$ cat config.mk
export PLATFORM = sky130hd
export DESIGN_NAME = debug_trace_buffer_flat
export DESIGN_NICKNAME = d
export VERILOG_FILES = /design/src/rtl/debug_trace_buffer_if.sv /design/src/rtl/debug_trace_buffer.sv /design/src/flat_wrapper.sv
export SDC_FILE = /design/constraint.sdc
export NUM_CORES = 2
export LEC_CHECK = 0
export ABC_CLOCK_PERIOD_IN_PS = 35000
export BUFFER_PORTS_ARGS = -buffer_cell sky130_fd_sc_hd__buf_2
export CORE_MARGIN = 4
export CORE_UTILIZATION = 60
export DETAILED_ROUTE_END_ITERATION = 10
export GPL_TIMING_DRIVEN = 0
export PLACE_DENSITY = 0.79
export SLEW_MARGIN = 20
export SYNTH_ARGS = -nofsm -noshare
export SYNTH_HDL_FRONTEND = slang
export SYNTH_SLANG_ARGS = --single-unit
$ cat constraint.sdc
create_clock -name clk -period 35 [get_ports clk]
set_clock_uncertainty 0.15 [all_clocks]
set_input_delay 7 -clock clk [delete_from_list [all_inputs] [get_ports clk]]
set_output_delay 7 -clock clk [all_outputs]
set_load 0.01 [all_outputs]
$ cat src/rtl/debug_trace_buffer_if.sv
// debug_trace_buffer_if
//   Bundles the retirement-tap, control and read-port signals of
//   debug_trace_buffer. The master modport is the host/core side and the
//   slave modport is the trace buffer itself.
//   Record width grows by a 32-bit cycle stamp when the macro
//   DEBUG_TRACE_CYCLE_STAMP_EN is defined.
//   Signals:
//     valid_i, pc_i, inst_i, rdata1_i, rdata2_i, alu_i : retirement tap
//     arm_i, abort_i, trig_pc_i                        : capture control
//     rd_req_i, rd_idx_i, rd_valid_o, rd_data_o        : read port
//     state_o, count_o, triggered_o, done_o            : status
interface debug_trace_buffer_if #(
  parameter int XLEN  = 32,
  parameter int DEPTH = 16
);
  localparam int PTR_W = $clog2(DEPTH);
  localparam int CNT_W = PTR_W + 1;
`ifdef DEBUG_TRACE_CYCLE_STAMP_EN
  localparam int REC_W = 4 * XLEN + 32 + 32;
`else
  localparam int REC_W = 4 * XLEN + 32;
`endif

  logic             valid_i;
  logic [XLEN-1:0]  pc_i;
  logic [31:0]      inst_i;
  logic [XLEN-1:0]  rdata1_i;
  logic [XLEN-1:0]  rdata2_i;
  logic [XLEN-1:0]  alu_i;
  logic             arm_i;
  logic             abort_i;
  logic [XLEN-1:0]  trig_pc_i;
  logic             rd_req_i;
  logic [PTR_W-1:0] rd_idx_i;
  logic             rd_valid_o;
  logic [REC_W-1:0] rd_data_o;
  logic [1:0]       state_o;
  logic [CNT_W-1:0] count_o;
  logic             triggered_o;
  logic             done_o;

  modport master (
    output valid_i, pc_i, inst_i, rdata1_i, rdata2_i, alu_i,
    output arm_i, abort_i, trig_pc_i, rd_req_i, rd_idx_i,
    input  rd_valid_o, rd_data_o, state_o, count_o, triggered_o, done_o
  );

  modport slave (
    input  valid_i, pc_i, inst_i, rdata1_i, rdata2_i, alu_i,
    input  arm_i, abort_i, trig_pc_i, rd_req_i, rd_idx_i,
    output rd_valid_o, rd_data_o, state_o, count_o, triggered_o, done_o
  );
endinterface

$ cat src/rtl/debug_trace_buffer.sv
// debug_trace_buffer
//   Retirement-trace capture unit. Records {pc, inst, rdata1, rdata2, alu}
//   into a DEPTH-slot circular buffer while armed, triggers on a PC match,
//   keeps POST_TRIG further records, then freezes. Records are read back
//   through a one-cycle-latency port, index 0 being the oldest record.
//   Optional feature macro: DEBUG_TRACE_CYCLE_STAMP_EN appends a 32-bit
//   free-running cycle stamp as the record LSBs.
//   Ports:
//     clk   : rising-edge clock
//     reset : asynchronous active-high reset, clears all control state
//     bus   : debug_trace_buffer_if slave modport (tap, control, read, status)
module debug_trace_buffer #(
  parameter int XLEN      = 32,
  parameter int DEPTH     = 16,
  parameter int POST_TRIG = 8
) (
  input logic                 clk,
  input logic                 reset,
  debug_trace_buffer_if.slave bus
);
  localparam int PTR_W = $clog2(DEPTH);
  localparam int CNT_W = PTR_W + 1;
`ifdef DEBUG_TRACE_CYCLE_STAMP_EN
  localparam int REC_W = 4 * XLEN + 32 + 32;
`else
  localparam int REC_W = 4 * XLEN + 32;
`endif

  typedef enum logic [1:0] {
    S_IDLE  = 2'd0,
    S_ARMED = 2'd1,
    S_POST  = 2'd2,
    S_DONE  = 2'd3
  } state_t;

  state_t           state_q;
  logic [PTR_W-1:0] wr_ptr_q;
  logic [CNT_W-1:0] count_q;
  logic [CNT_W-1:0] post_q;
  logic             trig_q;
  logic             done_q;
  logic             rd_valid_q;
  logic [REC_W-1:0] rd_data_q;
  logic [REC_W-1:0] mem_q [DEPTH];

  logic             wr_en;
  logic             pc_hit;
  logic             cnt_full;
  logic [REC_W-1:0] rec_d;
  logic [PTR_W-1:0] rd_slot;
  logic             rd_hit;

`ifdef DEBUG_TRACE_CYCLE_STAMP_EN
  logic [31:0] cyc_q;

  always_ff @(posedge clk or posedge reset) begin
    if (reset) cyc_q <= '0;
    else       cyc_q <= cyc_q + 32'd1;
  end

  // The stamp is the counter value seen at the capture edge.
  assign rec_d = {bus.pc_i, bus.inst_i, bus.rdata1_i, bus.rdata2_i, bus.alu_i, cyc_q};
`else
  assign rec_d = {bus.pc_i, bus.inst_i, bus.rdata1_i, bus.rdata2_i, bus.alu_i};
`endif

  // abort and arm both pre-empt a capture in the same cycle.
  assign wr_en    = bus.valid_i && !bus.abort_i && !bus.arm_i &&
                    ((state_q == S_ARMED) || (state_q == S_POST));
  assign pc_hit   = (bus.pc_i == bus.trig_pc_i);
  assign cnt_full = (count_q == CNT_W'(DEPTH));
  // Oldest record sits count slots behind the write pointer; a full buffer
  // has count mod DEPTH == 0, so the oldest slot is the write pointer itself.
  assign rd_slot  = wr_ptr_q - count_q[PTR_W-1:0] + bus.rd_idx_i;
  assign rd_hit   = ({1'b0, bus.rd_idx_i} < count_q);

  // Control state machine
  always_ff @(posedge clk or posedge reset) begin
    if (reset) begin
      state_q  <= S_IDLE;
      wr_ptr_q <= '0;
      count_q  <= '0;
      post_q   <= '0;
      trig_q   <= 1'b0;
      done_q   <= 1'b0;
    end else if (bus.abort_i) begin
      state_q <= S_IDLE;
      count_q <= '0;
      post_q  <= '0;
      trig_q  <= 1'b0;
      done_q  <= 1'b0;
    end else if (bus.arm_i) begin
      state_q  <= S_ARMED;
      wr_ptr_q <= '0;
      count_q  <= '0;
      post_q   <= '0;
      trig_q   <= 1'b0;
      done_q   <= 1'b0;
    end else if (wr_en) begin
      wr_ptr_q <= wr_ptr_q + PTR_W'(1);
      if (!cnt_full) count_q <= count_q + CNT_W'(1);
      if (state_q == S_ARMED) begin
        if (pc_hit) begin
          trig_q <= 1'b1;
          if (POST_TRIG == 0) begin
            state_q <= S_DONE;
            done_q  <= 1'b1;
          end else begin
            state_q <= S_POST;
            post_q  <= CNT_W'(POST_TRIG);
          end
        end
      end else begin
        // S_POST: PC matches are ignored, only the countdown matters.
        post_q <= post_q - CNT_W'(1);
        if (post_q == CNT_W'(1)) begin
          state_q <= S_DONE;
          done_q  <= 1'b1;
        end
      end
    end
  end

  // Record storage, no reset: validity is tracked by count_q.
  always_ff @(posedge clk) begin
    if (wr_en) mem_q[wr_ptr_q] <= rec_d;
  end

  // Read port: registered, returns pre-write contents on a same-slot write.
  always_ff @(posedge clk or posedge reset) begin
    if (reset) begin
      rd_valid_q <= 1'b0;
      rd_data_q  <= '0;
    end else if (bus.rd_req_i) begin
      rd_valid_q <= rd_hit;
      rd_data_q  <= rd_hit ? mem_q[rd_slot] : '0;
    end
  end

  assign bus.rd_valid_o  = rd_valid_q;
  assign bus.rd_data_o   = rd_data_q;
  assign bus.state_o     = state_q;
  assign bus.count_o     = count_q;
  assign bus.triggered_o = trig_q;
  assign bus.done_o      = done_q;
endmodule

$ cat src/flat_wrapper.sv
// flat-port wrapper written by rule: the top's interface ports become plain ports
module debug_trace_buffer_flat 
#(
  parameter int XLEN      = 32,
  parameter int DEPTH     = 16,
  parameter int POST_TRIG = 8
)
  (clk, reset, bus_valid_i, bus_pc_i, bus_inst_i, bus_rdata1_i, bus_rdata2_i, bus_alu_i, bus_arm_i, bus_abort_i, bus_trig_pc_i, bus_rd_req_i, bus_rd_idx_i, bus_rd_valid_o, bus_rd_data_o, bus_state_o, bus_count_o, bus_triggered_o, bus_done_o);
  debug_trace_buffer_if #(.XLEN(XLEN), .DEPTH(DEPTH)) bus_i ();
  input logic clk;
  input logic reset;
  input wire logic [$bits(bus_i.valid_i)-1:0] bus_valid_i;
  input wire logic [$bits(bus_i.pc_i)-1:0] bus_pc_i;
  input wire logic [$bits(bus_i.inst_i)-1:0] bus_inst_i;
  input wire logic [$bits(bus_i.rdata1_i)-1:0] bus_rdata1_i;
  input wire logic [$bits(bus_i.rdata2_i)-1:0] bus_rdata2_i;
  input wire logic [$bits(bus_i.alu_i)-1:0] bus_alu_i;
  input wire logic [$bits(bus_i.arm_i)-1:0] bus_arm_i;
  input wire logic [$bits(bus_i.abort_i)-1:0] bus_abort_i;
  input wire logic [$bits(bus_i.trig_pc_i)-1:0] bus_trig_pc_i;
  input wire logic [$bits(bus_i.rd_req_i)-1:0] bus_rd_req_i;
  input wire logic [$bits(bus_i.rd_idx_i)-1:0] bus_rd_idx_i;
  output wire logic [$bits(bus_i.rd_valid_o)-1:0] bus_rd_valid_o;
  output wire logic [$bits(bus_i.rd_data_o)-1:0] bus_rd_data_o;
  output wire logic [$bits(bus_i.state_o)-1:0] bus_state_o;
  output wire logic [$bits(bus_i.count_o)-1:0] bus_count_o;
  output wire logic [$bits(bus_i.triggered_o)-1:0] bus_triggered_o;
  output wire logic [$bits(bus_i.done_o)-1:0] bus_done_o;
  assign bus_i.valid_i = bus_valid_i;
  assign bus_i.pc_i = bus_pc_i;
  assign bus_i.inst_i = bus_inst_i;
  assign bus_i.rdata1_i = bus_rdata1_i;
  assign bus_i.rdata2_i = bus_rdata2_i;
  assign bus_i.alu_i = bus_alu_i;
  assign bus_i.arm_i = bus_arm_i;
  assign bus_i.abort_i = bus_abort_i;
  assign bus_i.trig_pc_i = bus_trig_pc_i;
  assign bus_i.rd_req_i = bus_rd_req_i;
  assign bus_i.rd_idx_i = bus_rd_idx_i;
  assign bus_rd_valid_o = bus_i.rd_valid_o;
  assign bus_rd_data_o = bus_i.rd_data_o;
  assign bus_state_o = bus_i.state_o;
  assign bus_count_o = bus_i.count_o;
  assign bus_triggered_o = bus_i.triggered_o;
  assign bus_done_o = bus_i.done_o;
  debug_trace_buffer #(.XLEN(XLEN), .DEPTH(DEPTH), .POST_TRIG(POST_TRIG)) u_core (.clk(clk), .reset(reset), .bus(bus_i));
endmodule
---- Word-level counts from Yosys, hierarchy flattened ----
Memories as Yosys holds them, arrays and structs flattened.
Cells that the tools add are included.
storage, ports and cells
  flip-flop bits (word level) ............. 179
  input bits .............................. 202
  bits in writable memories ............... 2560
  word-level logic and storage cells ...... 72
  memories ................................ 1
  output and inout bits ................... 170
memories
  name          words  bits a word  rd ports  clocked after Yosys merged registers in  wr ports  line                      source
  u_core.mem_q  16     160          1         0                                        1         debug_trace_buffer.sv:44  logic [REC_W-1:0] mem_q [DEPTH];
cells by class
  multiplexer cells ....................... 30
  equality and inequality tests ........... 8
  magnitude comparators ................... 1
  reductions and logical operators ........ 18
  bitwise logic cells ..................... 1
  $add $sub $neg .......................... 5
operator list
  kind                                                                     number
  160-bit two-way mux                                                      1
  5-bit two-way mux                                                        9
  32-bit == test                                                           1
  1-bit two-way mux                                                        12
  2-bit two-way mux                                                        6
  3-bit nonzero test                                                       4
  3-bit AND reduction                                                      3
  4-bit two-way mux                                                        2
  3-bit inequality test, second input constant                             2
  2-bit AND reduction                                                      3
  5-bit by 1-bit adder with 5-bit output, second input constant            1
  5-bit by 1-bit == test with 1-bit output, second input constant          1
  5-bit == test, second input constant                                     1
  4-bit by 5-bit less-than comparator with 1-bit output                    1
  5-bit by 1-bit subtractor with 5-bit output, second input constant       1
  4-bit by 1-bit adder with 4-bit output, second input constant            1
  4-bit adder                                                              1
  4-bit by 3-bit inequality test with 1-bit output, second input constant  1
  4-bit nonzero test                                                       1
  4-bit subtractor                                                         1
  1-bit logical AND                                                        3
  2-bit by 1-bit == test with 1-bit output, second input constant          1
  2-bit == test, second input constant                                     1
  1-bit logical NOT                                                        2
  other kinds (3)                                                          3

---- Depth between registers and ports, before layout ----
  depth after elaboration ................. 7
  mapped depth ............................ 12
  mapped depth without buffers ............ 9

---- Least setup slack after synthesis ----
OpenSTA, ideal clock, no wires.
  path type ............................... input-to-reg
  from .................................... input bus_arm_i
  to ...................................... memory u_core.mem_q[0][0] (netlist name), enable pin
  arrival ................................. 22.549 ns
  stages on the path ...................... 3
  data required time ...................... 33.778 ns
  setup slack ............................. 11.229 ns
  library setup time ...................... 1.072 ns
  path buffers ............................ 0
  path through ............................ nor2_1 nand2_1 nor4_1
on the way
  cells in the longest elaborated chain, start to end .. 5
RTL lines
  item                                     line                       source
  start, declared                          flat_wrapper.sv:18         input wire logic [$bits(bus_i.arm_i)-1:0] bus_arm_i;
  1-bit logical NOT                        debug_trace_buffer.sv:68   assign wr_en = bus.valid_i && !bus.abort_i && !bus.arm_i &&
  1-bit logical AND (2 in series)          debug_trace_buffer.sv:68
  1-bit two-way mux                        debug_trace_buffer.sv:126  if (wr_en) mem_q[wr_ptr_q] <= rec_d;
  1-bit two-way mux (implied by the code)  debug_trace_buffer.sv:126
  end, declared                            debug_trace_buffer.sv:44
Every way passes these cells.

---- Worst setup path after layout ----
  from .................................... input bus_rd_idx_i[1]
  to ...................................... register u_core.rd_data_q[122] (netlist: u_core.bus.rd_data_o[122])
on the way
  cells in the longest elaborated chain, start to end .. 3
  elaborated cells on any way between the ends .. 4
  those cells by class .................... add/sub: 1; order compare: 1; mux: 1; memory: 1
RTL lines
  item                      line                       source
  start, declared           flat_wrapper.sv:22         input wire logic [$bits(bus_i.rd_idx_i)-1:0] bus_rd_idx_i;
  4-bit adder               debug_trace_buffer.sv:74   assign rd_slot = wr_ptr_q - count_q[PTR_W-1:0] + bus.rd_idx_i;
  memory read 16 x 160 bit  -
  160-bit two-way mux *     debug_trace_buffer.sv:136  rd_data_q <= rd_hit ? mem_q[rd_slot] : '0;
  end signal, assigned      debug_trace_buffer.sv:136
  end, declared             debug_trace_buffer.sv:43   logic [REC_W-1:0] rd_data_q;
Mark *: on every way between the ends. The rest lies on a longest branch, timed or not.
A chain may end at the register's enable or synchronous reset.

==> metrics <==
run status=complete, no violations; Worst Hold Endpoint=u_core.bus.rd_data_o[61]$_DFFE_PP0P_; core area=172,300 µm²; top achievable clock speed=0.09504 GHz; DP Area=112,900 µm²; Starting Density=0.6053; Place WS=23,640 ps; MaxCap Viol Count=0; number of flops mapped to enable cells by yosys=2,560; Syn Nets=5,195; root buf cell=clkbuf_16; number of gates resized after cts=0; largest net degree at the start of global routing=73; CP Max Fanout=10; post-synthesis cell area=104,300 µm²; top_reg_cell synth=edfxtp_1; reg2reg end=u_core.mem_q[0][59]$_DFFE_PP_; Clock Path Buffers=4; gpl congestion=0.7932; Pre-antenna DRT Iters=9; slowest CP cell=clkbuf_1; reg2reg start=u_core.bus.state_o[1]$_DFFE_PP0P_; Port Buf Inserts=371; Finished Cell Area=121,500 µm²; Vias/cell=6.688; setup repair bufs after CTS=0; Layout area overhead=16.53%; Synth async-reset ratio=0.06535; crit path cell chain=buf_2, inv_1, fa_1, inv_1, fa_1, buf_2, clkbuf_2, clkbuf_1, mux4_2, nand2_1, nand3_1, a32o_1; synth warn=0; overall die height=424.9 µm; final hold vios=0; Ports=372; post-synthesis sequential area ratio=0.7800; final count of pins violating max slew=0; DP Wirelength=180.2 mm; first-pass GRT wire length=409.7 mm; total number of cells along the worst setup path=12; Worst Reg2Reg Path Length in Cells=15; Hold WC Path Type=flop to flop; initial antenna violation count=50; CP bufs+invs=6; worst path required time=35,670 ps; nets=6,291; final worst path period share=0.3006; ANT nets after route=0; remaining global-route overflow=0; CTS Buf Count=280; synthesized flop and latch total=2,739; synthesized instance count=4,974; DRC=0; cts hold-fix bufs=0; PwrDens=65.58 nW/µm²; setup repair after global routing missed its margin=no; clock latency on the worst-skew pair=930 ps; Worst setup SP type=input pin; H-Tree Depth=5; Sink Count=2,739; CTS tree=yes; VDD IR max=44.89 µV; Period minus WS final=10,520 ps; setup violators final=0; initial DRC count=8,603; most common cell after layout, fill and taps aside=edfxtp_1; Worst-path clk slew=60 ps; cell family with most CP delay=buffers and inverters; final worst setup slack=24,480 ps; Hold Startpoint=u_core.bus.rd_data_o[61]$_DFFE_PP0P_; Leak=41.64 nW; max_slew headroom=0.2584; Rows=152; cell depth of the worst hold path=1; Die Span X=424.9 µm; routed vias=57,480; count of unique library cells instantiated by Yosys=41; R2R setup slack=29,880 ps; Critical Path Sink Type=flop; Finished Core Util=0.7054; kind of critical path=input pin to flop; wirelength, routed=282.7 mm; CP peak stage delay=820 ps; crit path DAT=11,190 ps; die area=180,600 µm²; Worst Tran Pin Value=1104 ps; most frequent cells in the layout=edfxtp_1 (2,560), buf_2 (681), nand2_1 (649); DR WL/cell=32.90 µm; vias in the first global route=59,140; share of cells above drive strength 1=0.3139; mean post-synth cell area=20.97 µm²; Total Routing Usage GR=0.3165; Final Total Pwr=0.007970 W
## layer usage
layer / up-vias / global-route usage / wire [µm] / part of all wire
li1: 22590 / - / - / -
met1: 29780 / 0.4059 / 95440 / 0.34
met2: 4231 / 0.5045 / 139100 / 0.49
met3: 866 / 0.07063 / 28920 / 0.10
met4: 10 / 0.1870 / 19240 / 0.068
met5: - / 0 / 65 / 0.00023
## Yosys cell counts, types with 2 or more instances
master	number	share of area
edfxtp_1	2560	0.74
nand2_1	649	0.023
mux4_2	640	0.14
dfrtp_1	179	0.043
nand3_1	164	0.0079
clkbuf_1	161	0.0058
nand3b_1	161	0.012
a32o_1	160	0.015
buf_2	91	0.0044
xnor2_1	36	0.0030
buf_1	34	0.0012
inv_1	25	0.00090
nor2_1	19	0.00068
ha_1	16	0.0019
nor3_1	11	0.00053
nand4_1	10	0.00060
a21oi_1	9	0.00043
nor4_1	8	0.00048
a21o_1	6	0.00043
xor2_1	5	0.00042
o21ai_0	4	0.00019
fa_1	3	0.00058
mux2_2	2	0.00022
mux2i_1	2	0.00019
nand2b_1	2	0.00012
o31ai_1	2	0.00014
## report_power, final
part	internal (W)	switching [W]	total, W
clock	0.00167	0.00120	0.00287
sequential	0.00363	0.0000413	0.00367
combinational	0.000571	0.000859	0.00143
total	0.00587	0.00210	0.00797
## how the worst max path moves through the flow
stage / from / endpoint / slack, ps
2_1_floorplan: bus_arm_i / u_core.mem_q[0][0]$_DFFE_PP_ / 11230
3_3_place_gp: bus_valid_i / u_core.mem_q[2][60]$_DFFE_PP_ / -5980
3_5_place_dp: bus_rd_idx_i[1] / u_core.bus.rd_data_o[122]$_DFFE_PP0P_ / 23640
4_1_cts: bus_rd_idx_i[1] / u_core.bus.rd_data_o[122]$_DFFE_PP0P_ / 24490
5_1_grt: bus_valid_i / u_core.mem_q[0][59]$_DFFE_PP_ / 24410
6_report: bus_rd_idx_i[1] / u_core.bus.rd_data_o[122]$_DFFE_PP0P_ / 24480
## layout make-up
cell class	instances	area, µm²
flip-flops and latches	2739	81350
fillers	9858	50760
multi-input cells	1922	21770
clock buffers	371	7627
repair buffers	814	5533
well taps	2310	2890
plain buffers	287	1222
clock inverters	98	980.9
inverters	26	105.1
diodes	27	67.56
## sequential cells by signal (all words and copies together) (netlist names)
register                flops
u_core.bus.state_o          2
u_core.wr_ptr_q             4
u_core.bus.rd_valid_o       1
u_core.mem_q             2560
u_core.bus.done_o           1
u_core.bus.rd_data_o      160
u_core.bus.triggered_o      1
u_core.bus.count_o          5
u_core.post_q               5
## through the flow
stage | hold WS (ps) | TNS, ps | instances
floorplan | 354.6 | 0 | 4974
global placement | 317.5 | -7082520 | 7655
detailed placement | 324.6 | 0 | 8098
CTS | 338.4 | 0 | 8567
global route | 343.4 | 0 | 8587
finish | 336.9 | 0 | 8594
## cells by family (layout without fill, tap and decap cells)
family | after synthesis | count (layout) | share of synthesized area
DFF | 2739 | 2739 | 0.7800
and+or+nand+nor | 1029 | 1029 | 0.04566
muxes | 644 | 644 | 0.1386
buffers and inverters | 313 | 1596 | 0.01239
AOI/OAI and AO/OA | 189 | 189 | 0.01743
xor gates and xnor gates | 41 | 41 | 0.003443
adders and majority gates | 19 | 19 | 0.002495
other | 0 | 27 | 0
Note: power is estimated with default switching activity, not from simulation.
